### src/rtl/mmio_uart_tx.sv
// mmio_uart_tx: memory-mapped UART transmitter used as a store/load responder.
// The core writes bytes into a TX FIFO. The FSM sends them on tx_o as 8N1, LSB first.
//
// Ports:
//   clk_i    system clock, all logic on the rising edge
//   rst_i    synchronous reset, active-high
//   sel_i    peripheral selected by the core's address decode
//   we_i     store strobe (qualified by sel_i)
//   re_i     load strobe (qualified by sel_i)
//   addr_i   byte offset: 0x0 TXDATA, 0x4 STATUS, other offsets reserved
//   wdata_i  store data
//   rdata_o  load data, registered (1-cycle latency)
//   tx_o     serial line, idle high
//   irq_o    high while the FIFO is empty and the transmitter is idle
module mmio_uart_tx #(
    parameter int unsigned CLKS_PER_BIT = 16,
    parameter int unsigned FIFO_DEPTH   = 8
) (
    input  logic        clk_i,
    input  logic        rst_i,
    input  logic        sel_i,
    input  logic        we_i,
    input  logic        re_i,
    input  logic [3:0]  addr_i,
    input  logic [31:0] wdata_i,
    output logic [31:0] rdata_o,
    output logic        tx_o,
    output logic        irq_o
);

    localparam int unsigned PtrW = $clog2(FIFO_DEPTH);
    localparam int unsigned CntW = $clog2(CLKS_PER_BIT);
    localparam logic [CntW-1:0] CntLast   = CntW'(CLKS_PER_BIT - 1);
    localparam logic [PtrW:0]   CountFull = (PtrW + 1)'(FIFO_DEPTH);

    typedef enum logic [1:0] {StIdle, StStart, StData, StStop} state_e;

    state_e            state_q;
    logic [CntW-1:0]   cnt_q;
    logic [2:0]        idx_q;
    logic [7:0]        shift_q;
    logic              tx_q;

    logic [7:0]        fifo_q [FIFO_DEPTH];
    logic [PtrW-1:0]   wr_ptr_q;
    logic [PtrW-1:0]   rd_ptr_q;
    logic [PtrW:0]     count_q;
    logic              overflow_q;
    logic [31:0]       rdata_q;

    logic fifo_empty, fifo_full, tx_busy, stop_done;
    logic push_req, push, pop, drop, ovf_clr;
    logic [7:0] pop_data;
    logic [31:0] status;
    logic unused_wdata;

    always_comb begin
        fifo_empty = (count_q == '0);
        fifo_full  = (count_q == CountFull);
        tx_busy    = (state_q != StIdle);
        stop_done  = (state_q == StStop) && (cnt_q == CntLast);
        // Pop from IDLE, or on the last stop-bit cycle to chain frames without a gap.
        pop        = !fifo_empty && ((state_q == StIdle) || stop_done);
        push_req   = sel_i && we_i && (addr_i == 4'h0);
        // A full FIFO still accepts a byte when an entry leaves on the same edge.
        push       = push_req && (!fifo_full || pop);
        drop       = push_req && !push;
        ovf_clr    = sel_i && we_i && (addr_i == 4'h4) && wdata_i[3];
        pop_data   = fifo_q[rd_ptr_q];
        status     = {28'b0, overflow_q, tx_busy, fifo_empty, fifo_full};
    end

    assign unused_wdata = ^wdata_i[31:8];

    // Storage needs no reset; the pointers and count define what is valid.
    always_ff @(posedge clk_i) begin
        if (push) begin
            fifo_q[wr_ptr_q] <= wdata_i[7:0];
        end
    end

    always_ff @(posedge clk_i) begin
        if (rst_i) begin
            wr_ptr_q   <= '0;
            rd_ptr_q   <= '0;
            count_q    <= '0;
            overflow_q <= 1'b0;
            rdata_q    <= '0;
        end else begin
            if (push) begin
                wr_ptr_q <= wr_ptr_q + PtrW'(1);
            end
            if (pop) begin
                rd_ptr_q <= rd_ptr_q + PtrW'(1);
            end
            case ({push, pop})
                2'b10:   count_q <= count_q + 1'b1;
                2'b01:   count_q <= count_q - 1'b1;
                default: count_q <= count_q;
            endcase
            // A drop on the same edge as a clear leaves the flag set.
            if (drop) begin
                overflow_q <= 1'b1;
            end else if (ovf_clr) begin
                overflow_q <= 1'b0;
            end
            if (sel_i && re_i) begin
                rdata_q <= (addr_i == 4'h4) ? status : 32'h0;
            end
        end
    end

    always_ff @(posedge clk_i) begin
        if (rst_i) begin
            state_q <= StIdle;
            cnt_q   <= '0;
            idx_q   <= '0;
            shift_q <= '0;
            tx_q    <= 1'b1;
        end else begin
            unique case (state_q)
                StIdle: begin
                    tx_q <= 1'b1;
                    if (pop) begin
                        shift_q <= pop_data;
                        cnt_q   <= '0;
                        tx_q    <= 1'b0;
                        state_q <= StStart;
                    end
                end
                StStart: begin
                    if (cnt_q == CntLast) begin
                        cnt_q   <= '0;
                        idx_q   <= '0;
                        tx_q    <= shift_q[0];
                        state_q <= StData;
                    end else begin
                        cnt_q <= cnt_q + 1'b1;
                    end
                end
                StData: begin
                    if (cnt_q == CntLast) begin
                        cnt_q <= '0;
                        if (idx_q == 3'd7) begin
                            tx_q    <= 1'b1;
                            state_q <= StStop;
                        end else begin
                            shift_q <= shift_q >> 1;
                            tx_q    <= shift_q[1];
                            idx_q   <= idx_q + 1'b1;
                        end
                    end else begin
                        cnt_q <= cnt_q + 1'b1;
                    end
                end
                StStop: begin
                    if (cnt_q == CntLast) begin
                        cnt_q <= '0;
                        if (pop) begin
                            shift_q <= pop_data;
                            tx_q    <= 1'b0;
                            state_q <= StStart;
                        end else begin
                            state_q <= StIdle;
                        end
                    end else begin
                        cnt_q <= cnt_q + 1'b1;
                    end
                end
                default: begin
                    tx_q    <= 1'b1;
                    state_q <= StIdle;
                end
            endcase
        end
    end

    assign rdata_o = rdata_q;
    assign tx_o    = tx_q;
    assign irq_o   = fifo_empty && !tx_busy;

endmodule

### config.mk
export PLATFORM = sky130hd
export DESIGN_NAME = mmio_uart_tx
export DESIGN_NICKNAME = d
export VERILOG_FILES = /design/src/rtl/mmio_uart_tx.sv
export SDC_FILE = /design/constraint.sdc
export NUM_CORES = 1
export LEC_CHECK = 0
export ABC_AREA = 1
export ABC_CLOCK_PERIOD_IN_PS = 2550
export CORE_UTILIZATION = 48
export DETAILED_ROUTE_END_ITERATION = 10
export PLACE_DENSITY = 0.76
export SETUP_SLACK_MARGIN = 0.15
export SYNTH_ARGS = -nofsm -noshare
export SYNTH_HDL_FRONTEND = slang
export SYNTH_SLANG_ARGS = --single-unit
### constraint.sdc
create_clock -name clk_i -period 2.55 [get_ports clk_i]
set_clock_uncertainty 0.1 [all_clocks]
set_input_delay 0.765 -clock clk_i [delete_from_list [all_inputs] [get_ports clk_i]]
set_output_delay 0.765 -clock clk_i [all_outputs]
set_load 0.03 [all_outputs]
==> impl_metrics.py <==
metrics = {
    "cts": {
        "clk_pin_slew_ps": 90,
        "htree_levels": 3,
        "cts.path.max_buffers": 2,
        "cts_root_buffer": "clkbuf_8",
        "cts-buffers-inserted": 9,
        "clk-insertion-delay-late_ps": 380,
        "cts_tree": "done",
        "clkSinkCount": 100,
    },
    "timing": {
        "finalCriticalPeriod_ps": 2330,
        "finalHoldViolations": 0,
        "rsz0062_at_grt": "true",
        "fin_crit_sh_pct": 91.2,
        "max_slew.worst_pin.slew_ps": 526,
        "setup_viol": 0,
        "drv_slew": 0,
        "max_freq_mhz": 430,
        "slew_headroom_pct": 64.9,
    },
    "global_routing": {
        "track_usage_pct": 20.1,
        "grt-ovfl-total": 0,
        "grt_pass1_vias": 3339,
        "antenna_found_initial": 0,
        "grt_pass1_wl_mm": 15.5,
        "grt_max_degree": 33,
    },
    "synthesis": {
        "synthesis.area_um2": 4670,
        "synthTopCellsByArea": "edfxtp_1 (41%), dfxtp_1 (15%), nand2_1 (9.2%), nand3_1 (5.0%), buf_4 (5.0%)",
        "yosysWarnings": 0,
        "synth.distinct_cells": 31,
        "yosysTopAreaCellShare_pct": 41.1,
        "synth_seq_cells": 100,
        "synth_largest_area_cell": "edfxtp_1",
        "netlist_instances": 509,
        "syn_area_per_cell_um2": 9.18,
        "yosysSeqAreaShare_pct": 56.5,
    },
    "worst_setup_path": {
        "cp_max_fo": 4,
        "crit_type": "flip-flop to primary output",
        "crit_required_ps": 1690,
        "arrival_ps": 1460,
        "worstSetupEndpointType": "primary output",
        "start_kind": "flip-flop",
    },
    "layout": {
        "layout.nets": 600,
        "diodes": 0,
        "synthToLayoutAreaGrowth_pct": 14.2,
        "final_common_cell": "nand2_1",
        "final_area_um2": 5340,
        "layout_common_cells": "nand2_1 (114), edfxtp_1 (64), nor2_1 (60), nand3_1 (45), a21oi_1 (34)",
        "finalCoreUtilization_pct": 57.2,
        "drive_gt1_share_pct": 13.6,
    },
    "routing": {
        "drcViolationCount": 0,
        "drt_first_iter_violations": 281,
        "drtAntennaViolNets": 0,
        "vias_per_cell": 5.19,
        "vias": 3527,
        "routed_wl_mm": 9.66,
        "routedWlPerCell_um": 14.2,
        "dr.pass1.iters": 6,
    },
    "floorplan": {
        "dieArea_um2": 10100,
        "core_um2": 9330,
        "fp.dieW_um": 101,
        "pin_count": 75,
        "die_h_um": 101,
        "initial_core_util_pct": 50.1,
        "num_rows": 35,
    },
    "pwr": {
        "power_density_nw_per_um2": 935,
        "ir_drop_v": 0.000581,
        "leakage_uw": 0.00219,
    },
    "placed_design": {
        "numPortBuffers": 22,
        "post-dp-hpwl_mm": 6.16,
        "place_area_um2": 4990,
        "gp_congestion": 0.779,
    },
    "status": {
        "status": "completed",
    },
    "flow_run": {
        "cap_violations": 0,
    },
    "hold_path": {
        "hold_class": "flip-flop to flip-flop",
    },
}
==> registers in the layout, indices dropped and copies added (netlist names), named ones only <==
register and flops:
cnt_q 4, count_q 4, fifo_q 64, idx_q 3
overflow_q 1, rd_ptr_q 3, rdata_o 4, shift_q 8
state_q 2, tx_o 1, wr_ptr_q 3
==> cells in the mapped netlist, drive strengths merged <==
master and count:
nand3 47, conb 1, xnor2 1, nand4 5, edfxtp 64, and3 1, buf 41, ha 13
clkinv 1, nand2 119, xor2 4, nor3b 1, a21oi 36, clkbuf 5, dfxtp 36, nor3 6
inv 35, or2 2, nor2 63, o21ai 26, a21boi 1, a211oi 1
==> report_power, final <==
| group | total, µW | switching, µW | internal [µW] |
|---|---|---|---|
| registers | 1950 | 108 | 1840 |
| logic | 2050 | 1290 | 756 |
| clock network | 990 | 603 | 388 |
==> worst max-delay path, stage by stage, from the launching register on <==
cell and delay (ps):
dfxtp_2 350, inv_1 130, ha_1 180, inv_1 70
nor2_2 140, buf_2 220
==> worst paths after layout <==
kind / start / to / slack [ps] / cells after the start
worst max-delay path: state_q[1] / irq_o / 220 / 5
worst min-delay path: rdata_o[0] / rdata_o[0] / 370 / 2
worst min register to register: rdata_o[0] / rdata_o[0] / 370 / 2
worst max register to register: cnt_q[1] / count_q[2] / 280 / 13
==> cell type report <==
type,instances,area (µm²)
Sequential cell,100,2650
Tap cell,129,161
Multi-Input combinational cell,354,1790
Clock inverter,7,68.8
Inverter,36,135
Clock buffer,9,124
Fill cell,766,3990
Timing Repair Buffer,45,412
==> repair_timing <==
| item | CTS | global route |
|---|---|---|
| gates resized for setup | 18 | 17 |
| setup endpoints to repair | 12 | 69 |
| pin swaps | 3 | 10 |
| setup buffers | 1 | 3 |
| hold buffers | 0 | 0 |
| gates cloned | 0 | 0 |
==> kinds of logic after synthesis <==
family                     share of synthesized area, %
buffers and inverters                              9.74
adders and majority gates                          3.48
xor gates and xnor gates                          0.937
and+or+nand+nor                                    22.0
other                                            0.0802
AOI/OAI and AO/OA                                  7.20
DFF                                                56.5
==> metrics by stage <==
step	hold WS, ps	setup WS, ps	total power [µW]	TNS, ps	cells
after CTS	371	143	4850	0	677
final	368	224	4990	0	680
after floorplan	339	99.3	3390	0	536
after global routing	391	118	5310	0	680
after global placement	352	-330	3700	-9340	660
after detailed placement	356	-407	3760	-12760	660
==> metal layers <==
metal | global-route usage, % | routed length, µm
met1 | 24.8 | 4090
met2 | 34.4 | 4810
met3 | 2.98 | 524
met4 | 10.3 | 229
met5 | 0 | 0
Power figures use the tool's default switching activity.
